### config.mk
export PLATFORM = sky130hd
export DESIGN_NAME = wts_wave_writer
export DESIGN_NICKNAME = d
export VERILOG_FILES = /design/src/rtl/wts_pkg.sv /design/src/rtl/wts_sync_fifo.sv /design/src/rtl/wts_wave_writer.sv
export SDC_FILE = /design/constraint.sdc
export NUM_CORES = 1
export LEC_CHECK = 0
export ABC_CLOCK_PERIOD_IN_PS = 4700
export CORE_AREA = 2 2 93 95
export DETAILED_ROUTE_END_ITERATION = 16
export DIE_AREA = 0 0 95 97
export PLACE_DENSITY = 0.68
export SLEW_MARGIN = 30
export SYNTH_ARGS = -nofsm -noshare
export SYNTH_HDL_FRONTEND = slang
export SYNTH_SLANG_ARGS = --single-unit
### constraint.sdc
create_clock -name clk -period 4.7 [get_ports clk]
set_input_delay 0.94 -clock clk [delete_from_list [all_inputs] [get_ports clk]]
set_output_delay 0.94 -clock clk [all_outputs]
set_load 0.01 [all_outputs]
### src/rtl/wts_pkg.sv
// Shared definitions for the Wave Table Sound channel: state encoding,
// wave-length select codes and the sample-address mask used by writer and sequencer.
package wts_pkg;

    localparam int WTS_ADDR_W = 7;

    // Wave length select codes; bits [6:5] of a sample index survive only where set.
    localparam logic [1:0] WTS_WL_32    = 2'b00;
    localparam logic [1:0] WTS_WL_64    = 2'b01;
    localparam logic [1:0] WTS_WL_64_HI = 2'b10;
    localparam logic [1:0] WTS_WL_128   = 2'b11;

    typedef enum logic [1:0] {
        ST_IDLE  = 2'd0,
        ST_WAIT  = 2'd1,
        ST_DRAIN = 2'd2
    } wts_state_e;

    function automatic logic [WTS_ADDR_W-1:0] wts_mask_address(
        input logic [1:0]            wave_length,
        input logic [WTS_ADDR_W-1:0] address
    );
        logic [1:0] hi_keep;
        case (wave_length)
            WTS_WL_32:    hi_keep = 2'b00;
            WTS_WL_64:    hi_keep = 2'b01;
            WTS_WL_64_HI: hi_keep = 2'b10;
            WTS_WL_128:   hi_keep = 2'b11;
            default:      hi_keep = 2'b00;
        endcase
        return {hi_keep & address[6:5], address[4:0]};
    endfunction

endpackage

### src/rtl/wts_sync_fifo.sv
// Small synchronous FIFO with registered storage and a head-of-queue read port.
// Push is ignored when full and pop is ignored when empty.
module wts_sync_fifo #(
    parameter int DEPTH = 4,
    parameter int WIDTH = 15
) (
    input  logic             clk,
    input  logic             reset,
    input  logic             push,
    input  logic [WIDTH-1:0] push_data,
    input  logic             pop,
    output logic             full,
    output logic             empty,
    output logic [WIDTH-1:0] head
);

    localparam int PTR_W = (DEPTH > 1) ? $clog2(DEPTH) : 1;
    localparam int CNT_W = PTR_W + 1;
    localparam logic [CNT_W-1:0] DEPTH_CNT = CNT_W'(DEPTH);

    logic [WIDTH-1:0] mem [DEPTH];
    logic [PTR_W-1:0] wr_ptr;
    logic [PTR_W-1:0] rd_ptr;
    logic [CNT_W-1:0] count;
    logic             push_ok;
    logic             pop_ok;

    // Full is taken from the current count, so a same-cycle pop never makes room.
    assign full    = (count == DEPTH_CNT);
    assign empty   = (count == '0);
    assign push_ok = push & ~full;
    assign pop_ok  = pop & ~empty;
    assign head    = mem[rd_ptr];

    always_ff @(posedge clk) begin
        if (push_ok) begin
            mem[wr_ptr] <= push_data;
        end
    end

    always_ff @(posedge clk) begin
        if (reset) begin
            wr_ptr <= '0;
            rd_ptr <= '0;
            count  <= '0;
        end else begin
            if (push_ok) begin
                wr_ptr <= wr_ptr + 1'b1;
            end
            if (pop_ok) begin
                rd_ptr <= rd_ptr + 1'b1;
            end
            case ({push_ok, pop_ok})
                2'b10:   count <= count + 1'b1;
                2'b01:   count <= count - 1'b1;
                default: count <= count;
            endcase
        end
    end

endmodule

### src/rtl/wts_wave_writer.sv
// CPU write path into one channel's wave table RAM: buffers writes, masks them to
// the active wave length, and commits them without touching the sample being played.
module wts_wave_writer
    import wts_pkg::*;
#(
    parameter int FIFO_DEPTH = 4,
    parameter int DATA_WIDTH = 8
) (
    input  logic                  clk,
    input  logic                  reset,
    input  logic                  active,
    input  logic                  cpu_wr,
    input  logic [WTS_ADDR_W-1:0] cpu_address,
    input  logic [DATA_WIDTH-1:0] cpu_wdata,
    output logic                  cpu_ready,
    output logic                  overflow,
    input  logic                  clear_overflow,
    input  logic                  sync_mode,
    input  logic [1:0]            reg_wave_length,
    input  logic [WTS_ADDR_W-1:0] wave_address,
    input  logic                  half_timing,
    input  logic                  address_reset,
    output logic                  ram_we,
    output logic [WTS_ADDR_W-1:0] ram_address,
    output logic [DATA_WIDTH-1:0] ram_wdata,
    output logic                  busy,
    output wts_state_e            dbg_state
);

    localparam int ENTRY_W = WTS_ADDR_W + DATA_WIDTH;

    // Handshake: a write is taken on any clk where cpu_wr=1 and cpu_ready=1;
    // cpu_wr while cpu_ready=0 drops the write and raises the sticky overflow flag.

    wts_state_e            state_q;
    wts_state_e            state_d;
    logic                  fifo_full;
    logic                  fifo_empty;
    logic [ENTRY_W-1:0]    fifo_head;
    logic [ENTRY_W-1:0]    push_entry;
    logic [WTS_ADDR_W-1:0] head_address;
    logic [DATA_WIDTH-1:0] head_data;
    logic                  push;
    logic                  drop;
    logic                  pop;
    logic                  commit_permit;
    logic                  sync_trigger;

    assign push         = cpu_wr & ~fifo_full;
    assign drop         = cpu_wr & fifo_full;
    assign push_entry   = {wts_mask_address(reg_wave_length, cpu_address), cpu_wdata};
    assign head_address = fifo_head[ENTRY_W-1:DATA_WIDTH];
    assign head_data    = fifo_head[DATA_WIDTH-1:0];
    assign sync_trigger = active & (half_timing | address_reset);

    // The head stalls rather than overwrite the sample under the playback pointer.
    assign pop = ~fifo_empty & commit_permit & (head_address != wave_address);

    wts_sync_fifo #(
        .DEPTH (FIFO_DEPTH),
        .WIDTH (ENTRY_W)
    ) u_fifo (
        .clk       (clk),
        .reset     (reset),
        .push      (push),
        .push_data (push_entry),
        .pop       (pop),
        .full      (fifo_full),
        .empty     (fifo_empty),
        .head      (fifo_head)
    );

    always_ff @(posedge clk) begin
        if (reset) begin
            state_q <= ST_IDLE;
        end else begin
            state_q <= state_d;
        end
    end

    // The trigger cycle itself may commit, so the first write lands one clk later.
    always_comb begin
        state_d       = state_q;
        commit_permit = 1'b0;
        case (state_q)
            ST_IDLE: begin
                commit_permit = ~sync_mode;
                if (sync_mode && !fifo_empty) begin
                    state_d = ST_WAIT;
                end
            end
            ST_WAIT: begin
                if (!sync_mode) begin
                    state_d = ST_IDLE;
                end else if (sync_trigger) begin
                    state_d       = ST_DRAIN;
                    commit_permit = 1'b1;
                end
            end
            ST_DRAIN: begin
                commit_permit = 1'b1;
                if (fifo_empty) begin
                    state_d = ST_IDLE;
                end
            end
            default: begin
                state_d = ST_IDLE;
            end
        endcase
    end

    always_ff @(posedge clk) begin
        if (reset) begin
            ram_we      <= 1'b0;
            ram_address <= '0;
            ram_wdata   <= '0;
        end else begin
            ram_we <= pop;
            if (pop) begin
                ram_address <= head_address;
                ram_wdata   <= head_data;
            end
        end
    end

    // A fresh drop wins over a simultaneous clear.
    always_ff @(posedge clk) begin
        if (reset) begin
            overflow <= 1'b0;
        end else if (drop) begin
            overflow <= 1'b1;
        end else if (clear_overflow) begin
            overflow <= 1'b0;
        end
    end

    assign cpu_ready = ~fifo_full;
    assign busy      = ~fifo_empty | (state_q != ST_IDLE);
    assign dbg_state = state_q;

endmodule

=== After elaboration in Yosys (flattened, before gate mapping) ===
Memory sizes are Yosys's and may differ from the RTL's. A register that Yosys moved wholly into a read port is not among the register bits.
Index checks and enable logic that the tools add are counted.

* Bits in registers: 26
* RAM bits: 60
* Input bits: 32
* Output and inout bits: 21
* Word-level logic and storage cells: 63
* Memories kept: 1

* Add/subtract/negate cells: 4
* Eq/ne operators: 12
* Mux-type cells: 16
* Bitwise operators: 13
* Reductions and logical operators: 9

{| class="wikitable"
|+ Memories
! name !! words !! width !! read ports !! clocked after Yosys merged registers in !! write ports !! line !! text
|-
| u_fifo.mem || 4 || 15 || 1 || 1 || 1 || wts_sync_fifo.sv:21 || <nowiki>logic [WIDTH-1:0] mem [DEPTH];</nowiki>
|}

{| class="wikitable"
|+ Operators with widths
! cell !! count
|-
| 2-bit 2-to-1 mux || 6
|-
| 2-bit == test, second input constant || 4
|-
| 2-bit one-hot mux with 4 select lines || 1
|-
| 1-bit bitwise AND || 7
|-
| 7-bit != test || 1
|-
| 2-bit by 1-bit == test with 1-bit output, second input constant || 3
|-
| 1-bit 2-to-1 mux || 6
|-
| 2-bit one-hot mux with 3 select lines || 1
|-
| 3-bit one-hot mux with 2 select lines || 1
|-
| 2-bit nonzero test || 3
|-
| 2-bit by 1-bit adder with 2-bit output, second input constant || 2
|-
| 2-bit zero test || 2
|-
| 2-bit != test, second input constant || 2
|-
| 3-bit by 1-bit adder with 3-bit output, second input constant || 1
|-
| 3-bit == test, second input constant || 1
|-
| 3-bit zero test || 1
|-
| 3-bit != test, second input constant || 1
|-
| 1-bit NOT || 3
|-
| 1-bit one-hot mux with 3 select lines || 1
|-
| 3-bit AND reduction || 1
|-
| 3-bit by 1-bit subtractor with 3-bit output, second input constant || 1
|-
| 2-bit bitwise AND || 1
|-
| 1-bit bitwise OR || 2
|-
| 1-bit logical AND || 1
|-
| 1-bit zero test || 1
|}

=== Depth between registers and ports, before layout ===
Gate-level depths: netlist of the first run.

* Depth after elaboration: 10
* Gate-level depth with buffers: 14
* Gate-level depth less buffers: 11

=== Hierarchy ===
A second synthesis of the first run with hierarchy kept.

* Cell total of the unflattened synthesis: 228
* Area, all modules: 3649.8 µm²

{| class="wikitable"
|+ Modules (own cells, without submodules)
! module !! instances !! cells each !! area each (µm²)
|-
| wts_sync_fifo || 1 || 132 || 2677.6
|-
| wts_wave_writer || 1 || 96 || 972.2
|}

=== Worst setup path after synthesis of the first run ===
Ideal clock, no wire load.

* Path kind: input to register
* Start: input sync_mode
* End: register u_fifo.count[2]
* Library setup time: 0.071 ns
* Arrival: 2.932 ns
* Data required time: 4.629 ns
* Slack: 1.697 ns
* Stages: 12
* Cells stage by stage: nor2b_1 > and3_1 > o21ai_0 > a21o_1 > buf_12 > inv_12 > ha_1 > inv_1 > fa_1 > xor2_1 > or3_1 > a21oi_1

* Cells in the longest elaborated chain, start to end: 7
* Elaborated cells between the ends (all ways): 10
* Classes of those cells: eq/ne: 2; mux: 3; bitwise: 4; reduce/logical: 1

{| class="wikitable"
|+ Ends and longest elaborated chain
! element !! line !! text
|-
| from (decl) || wts_wave_writer.sv:18 || <nowiki>input logic sync_mode,</nowiki>
|-
| 1-bit 2-to-1 mux / 1-bit NOT (equally long branches) || wts_wave_writer.sv:93, wts_wave_writer.sv:87 ||
|-
| 1-bit one-hot mux with 3 select lines * || wts_wave_writer.sv:85 || <nowiki>case (state_q)</nowiki>
|-
| 1-bit bitwise AND * (2 in series) || wts_wave_writer.sv:57 || <nowiki>assign pop = ~fifo_empty & commit_permit & (head_address != wave_address);</nowiki>
|-
| 1-bit bitwise AND * || wts_sync_fifo.sv:32 || <nowiki>assign pop_ok = pop & ~empty;</nowiki>
|-
| named net u_fifo.pop_ok || wts_sync_fifo.sv:26 || <nowiki>logic pop_ok;</nowiki>
|-
| 2-bit by 1-bit == test with 1-bit output / 2-bit == test (equally long branches) || wts_sync_fifo.sv:53 || <nowiki>case ({push_ok, pop_ok})</nowiki>
|-
| 3-bit one-hot mux with 2 select lines / 2-bit nonzero test (equally long branches) || n/a ||
|-
| to (signal assigned) || wts_sync_fifo.sv:54 || <nowiki>2'b10: count <= count + 1'b1;</nowiki>
|-
| to (signal assigned) || wts_sync_fifo.sv:55 || <nowiki>2'b01: count <= count - 1'b1;</nowiki>
|-
| to (signal assigned) || wts_sync_fifo.sv:56 || <nowiki>default: count <= count;</nowiki>
|-
| to (decl) || wts_sync_fifo.sv:24 || <nowiki>logic [CNT_W-1:0] count;</nowiki>
|}

The timed path passes the listed nets; every way through them passes the cells marked *.
A chain may end at the register's enable or synchronous reset.

==> results.toml, run 1 <==
[status]
outcome = "finished, final reports clean"

[synth]
synth.avg_cell_area_um2 = 16.0
syn_inst = 227
synth.net_count = 265
synth-warning-count = 0
synth-seq-cells = 88
synth_edf_count = 60
yosys.cell_types.count = 36
yosys.area_share.simple_pct = 9.81
synth-xor-area-share_pct = 2.41
synth-compound-area-share_pct = 1.86
netlist_area_mm2 = 0.00363
synth_flop_cell = "edfxtp_1"
synth.area.mux_share_pct = 15.4
yosys-top-cells-area = "edfxtp_1 (50%), dfxtp_1 (15%), mux4_1 (5.8%), nand2b_1 (4.6%), mux4_2 (4.3%)"
synth_fa_ha_area_share_pct = 2.27
synthArstFlopShare_pct = 0
ys_seq_area_share_pct = 65.0
synth_top_cell_by_area = "edfxtp_1"
yosysTopAreaCellShare_pct = 49.6
synth_top_family_by_area = "multiplexers"

[min_path]
hp-start = "ram_address[3]"
hold_class = "flip-flop to flip-flop"
min_path_cells = 2
worst_hold_path.endpoint = "ram_address[3]"

[floorplanning]
num_rows = 33
start_util_pct = 44.7
die_x_um = 95
coreArea_mm2 = 0.00813
die_h_um = 97
io_pins = 53
die_area_mm2 = 0.00922

[clocking]
cts-root-buf = "clkbuf_8"
cts_resized = 0
cts_buffers = 9
clk_pin_slew_worst_paths_ns = 0.09
clock_latency_ns = 0.35
cts.sinks = 88
post-cts-setup-buffer-count = 0
clock_path_buffers = 2
cts_tree = "done"
cts_htree_levels = 3
cts_hold_buf = 0

[critical_path]
crit_required_ns = 4.99
crit_path_max_fanout = 10
crit_buf_inv = 4
cp-start-kind = "flip-flop"
crit_path_max_incr_delay_ns = 0.58
cp-end-kind = "flip-flop"
worstPathArrival_ns = 3.71
r2r_setup_slack_ns = 1.28
cp_cell_sequence = "buf_4 > mux4_2 > xor2_1 > nor4_2 > a21o_1 > buf_4 > inv_12 > ha_1 > inv_1 > fa_1 > xor2_1 > or3_1 > a21oi_1"
cpLargestDelayFamily = "buffers and inverters"
reg2reg_to = "u_fifo.count[2]"
ff2ff_path_depth = 13
critPathSlowestCell = "dfxtp_1"
crit_type = "flip-flop to flip-flop"

[timing]
skew_ns = 0.0108
setup_tns_ns = 0
tightest_slew_ns = 0.802
maxSlewViolCount = 0
fin_crit_sh_pct = 72.8
hold_violations = 0
period_needed_ns = 3.42
finalSetupViolCount = 0
max_freq_mhz = 292
final.setup.worst_slack_ns = 1.28
slew-limit-headroom_pct = 46.5
grt_setup_unrepaired = "no"

[cells_and_area]
nFillCells = 647
area.growth.synth_to_final_pct = 22.6
finalInstanceArea_mm2 = 0.00446
layout_common_cells = "edfxtp_1 (60), clkdlybuf4s50_1 (52), dfxtp_1 (28), nand2b_1 (27), mux2i_1 (15)"
antenna_cells = 0
final_nets = 323
final_common_cell = "edfxtp_1"
drive_gt1_share_pct = 10.3

[detailed_routing]
wl_per_cell_um = 15.4
drtAntennaViolNets = 0
drt_pass1_iterations = 4
viasPerCell = 4.94
detail_route.iter0.violations = 105
wirelength_um = 6070
route.detailed.drc = 0
vias = 1952

[placement]
dpl_cell_area_mm2 = 0.00424
place_worst_setup_slack_ns = 0.999
port_buffers = 52
gp_congestion = 0.728
dpl.hpwl_um = 4040

[global_route]
antenna_found_initial = 0
grt_max_degree = 44
grt_first_pass_wirelength_um = 9690
grt_use_total_pct = 14.1
grt_pass1_vias = 1958
grt_overflow = 0

[pwr]
ir_worst_vdd_mv = 0.178
powerDensity_mw_per_mm2 = 495
leakage_nw = 1.57
p_total_mw = 2.21

[job]
max_cap_violations = 0
## kinds of logic after synthesis
logic type / after synthesis
compound gates: 11
simple gates: 62
xor+xnor: 10
fa+ha+maj: 6
mux: 33
buf+inv: 17
flops: 88
## sequential cells by signal, summed over array words and instances, names as in the netlist, named ones only
| register | count |
|---|---|
| dbg_state | 2 |
| overflow | 1 |
| ram_address | 7 |
| ram_wdata | 8 |
| ram_we | 1 |
| u_fifo.count | 3 |
| u_fifo.mem | 60 |
| u_fifo.rd_ptr | 2 |
| u_fifo.wr_ptr | 2 |
## metal layers
metal,part of all wire [%],GRT usage [%]
met5,0,0
met4,2.2,7.02
met3,3.4,2.96
met2,46,20.6
met1,49,19.8
## report_power, final
| part | internal, mW | total, mW | switching, mW |
|---|---|---|---|
| sequential | 0.953 | 1.02 | 0.0685 |
| clock | 0.299 | 0.563 | 0.264 |
| combinational | 0.337 | 0.624 | 0.287 |
| total | 1.59 | 2.21 | 0.619 |
## through the flow
step                      util [%]  cells  hold WS, ns
final                         54.8    395        0.475
after CTS                     54.8    395        0.477
after detailed placement      52.1    379        0.461
after global routing          54.8    395        0.495
after floorplan                  -    227        0.469
after global placement        52.1    379        0.468
## cell usage after synthesis, drive strengths merged (4+ instances only)
cell type,count
ha,5
xor2,9
mux4,15
buf,4
and3,5
mux2i,15
clkbuf,4
inv,9
dfxtp,28
nand2b,27
edfxtp,60
a21oi,4
nor2,13
## worst max path at each step
| stage | from | endpoint | slack (ns) | cells after the start |
|---|---|---|---|---|
| 6_report | flip-flop | u_fifo.count[2] | 1.28 | 13 |
| 5_1_grt | flip-flop | u_fifo.count[2] | 1.08 | 13 |
| 4_1_cts | flip-flop | u_fifo.count[2] | 1.22 | 13 |
| 3_5_place_dp | sync_mode | u_fifo.count[2] | 1.0 | 13 |
| 3_3_place_gp | sync_mode | u_fifo.count[2] | 1.09 | 13 |
| 2_1_floorplan | sync_mode | u_fifo.count[2] | 1.70 | 12 |
## area by class of cell
cell class              instances  area, um^2  area share [%]
flip-flops and latches         88        2360            53.0
multi-input cells             122        1150            25.9
repair buffers                 55         543            12.2
well taps                     105         131            2.95
clock buffers                   9         124            2.78
clock inverters                 7        95.1            2.13
inverters                       9        46.3            1.04
## worst register-to-register path, delay by kind of cell (launching register included)
family | cells | cell delay (ns)
buf+inv | 4 | 0.67
flops | 1 | 0.58
mux | 1 | 0.55
fa+ha+maj | 2 | 0.55
simple gates | 2 | 0.38
xor+xnor | 2 | 0.34
compound gates | 2 | 0.30
(Power assumes the default switching activity.)
==> run 2: changes to the inputs <==
ABC_CLOCK_PERIOD_IN_PS = 3200   (was 4700)
clock period = 3.2 ns   (was 4.7 ns; I/O delays follow)
==> run 2 against run 1 <==
- non-clock buffer count rose by 8
- power rose by 49%
- critical path type unchanged
- clock skew decreased by 0.0017 ns
- cell area up 1.4%
- die area stayed put
- flip-flop and latch count unchanged
- highest routed layer unchanged
- core utilization rose by 0.78 points
- largest cell class unchanged
==> results.toml, run 2 (same netlist as run 1, synthesis figures left out) <==
[cells_and_area]
antenna_cells = 0
layout_common_cells = "edfxtp_1 (60), clkdlybuf4s50_1 (52), dfxtp_1 (28), nand2b_1 (27), mux2i_1 (15)"
top_regs = "u_fifo.mem: 60 flops, ram_wdata: 8 flops, ram_address: 7 flops"
area.growth.synth_to_final_pct = 24.4
drive_gt1_share_pct = 14.4
final_cell_count_no_fill = 403
largest-register = "u_fifo.mem"
final_common_cell = "edfxtp_1"
multi_input_area_mm2 = 0.00114
final-seq-area_mm2 = 0.00236
final_nets = 331
nFillCells = 649
largest_reg_flops = 60

[critical_path]
cp-end-kind = "flip-flop"
crit_path_max_fanout = 15
reg2reg_to = "u_fifo.count[2]"
r2r_setup_slack_ns = 0.17
ff2ff_path_depth = 12
crit_type = "flip-flop to flip-flop"
cp-start-kind = "flip-flop"
crit_required_ns = 3.48
worstPathArrival_ns = 3.32

[floorplanning]
start_util_pct = 44.7
io_pins = 53
num_rows = 33
coreArea_mm2 = 0.00813
die_x_um = 95
die_h_um = 97
die_area_mm2 = 0.00922

[placement]
gp_congestion = 0.819
dpl.cell_count = 387
port_buffers = 52
dpl.hpwl_um = 4360

[detailed_routing]
wirelength_um = 6180
drtAntennaViolNets = 0
wl_per_cell_um = 15.3
vias = 1971
drt_pass1_iterations = 5
detail_route.iter0.violations = 103
route.detailed.drc = 0
viasPerCell = 4.89

[pwr]
p_sw_uw = 916
powerDensity_mw_per_mm2 = 727
power_frac_clock_pct = 24.9
swShare_pct = 27.9
leakage_nw = 1.61
p_total_mw = 3.29
ir_worst_vdd_mv = 0.272
comb_power_share_pct = 30.0
intPower_mw = 2.37
seqPwrFrac_pct = 45.1

[timing]
setup_tns_ns = 0
skew_ns = 0.00910
grt_setup_unrepaired = "no"
max_freq_mhz = 330
hold_violations = 0
fin_crit_sh_pct = 94.8
finalSetupViolCount = 0
tightest_slew_ns = 0.464
period_needed_ns = 3.03
slew-limit-headroom_pct = 69.1
maxSlewViolCount = 0

[global_route]
grt_max_degree = 44
grt_pass1_vias = 1967
grt_overflow = 0
antenna_found_initial = 0
grt_first_pass_wirelength_um = 9980
grt_use_total_pct = 14.4

[min_path]
worst_hold_path.endpoint = "ram_address[5]"
hold_class = "flip-flop to flip-flop"
min_path_cells = 2
hp-start = "ram_address[5]"

[clocking]
cts_hold_buf = 0
clk_pin_slew_worst_paths_ns = 0.09
cts.sinks = 88
cts_tree = "done"
cts_buffers = 9
clock_latency_ns = 0.34
clock_path_buffers = 2
cts_htree_levels = 3
cts-root-buf = "clkbuf_8"

[status]
outcome = "finished, final reports clean"

[job]
max_cap_violations = 0
-- run 2: cell count changes in the layout (fill, tap and decap cells not counted), sizes merged --
cell / previous run / this run
buf: 3 / 11
inv: 10 / 9
clkinv: 1 / 2
-- run 2: final cells by class --
class	count	area share [%]
clock buffer	9	2.74
clock inverter	7	2.13
inverter	9	1.02
multi-input combinational	122	25.3
sequential	88	52.3
tap	105	2.91
timing repair buffer	63	13.6
-- run 2: routing by layer --
| metal | wire length [um] | up-vias | part of all wire (%) | global-route usage [%] |
|---|---|---|---|---|
| li1 | - | 967 | - | - |
| met4 | 56 | 0 | 0.91 | 5.02 |
| met5 | 0 | - | 0 | 0 |
| met2 | 3030 | 57 | 49 | 22.1 |
| met3 | 290 | 4 | 4.7 | 4.13 |
| met1 | 2810 | 943 | 45 | 19.7 |
-- run 2: metrics by stage --
step                setup WS (ns)  util, %  instance area [um^2]  hold slack, ns
detailed placement        -0.0296     53.0                  4310           0.463
CTS                        0.0780     55.7                  4530           0.481
floorplan                   0.275        -                  3630           0.469
global placement           0.0831     53.0                  4310           0.460
finish                      0.167     55.6                  4520           0.477
global route               0.0233     55.6                  4520           0.497
-- run 2: power by group through the flow --
stage                     clock network [mW]  registers (mW)  logic [mW]
after global placement                     0            1.50       0.981
after global routing                   0.887            1.50        1.08
after CTS                              0.836            1.48       0.994
final                                  0.817            1.48       0.987
after floorplan                            0            1.52       0.635
after detailed placement                   0            1.51       0.990
-- run 2: repair_timing --
action | 4_1_cts | 5_1_grt
setup endpoints to repair | 0 | 1
resized for setup | 0 | 4
buffers inserted | 0 | 0
hold endpoints to repair | 0 | 0
-- run 2: how the worst max path moves through the flow --
stage	to	slack, ns	cells past startpoint
2_1_floorplan	u_fifo.count[2]	0.27	14
3_3_place_gp	u_fifo.count[2]	0.08	12
3_5_place_dp	u_fifo.count[2]	-0.03	12
4_1_cts	u_fifo.count[2]	0.08	12
5_1_grt	u_fifo.count[2]	0.02	12
6_report	u_fifo.count[2]	0.17	12
-- run 2: critical path, cell delays in order, from the launching register on --
cell	delay [ns]
dfxtp_1	0.37
buf_12	0.18
mux4_2	0.55
xor2_1	0.21
nor3_1	0.09
a21o_2	0.28
inv_12	0.06
ha_1	0.18
inv_1	0.07
fa_1	0.37
xor2_1	0.16
or3_1	0.31
a21oi_1	0.14
==> run 3: changes to the inputs <==
SLEW_MARGIN = 20   (was 30)
==> results of run 3 <==
Same layout as run 2: the final DEF is identical, and so are final timing and power.
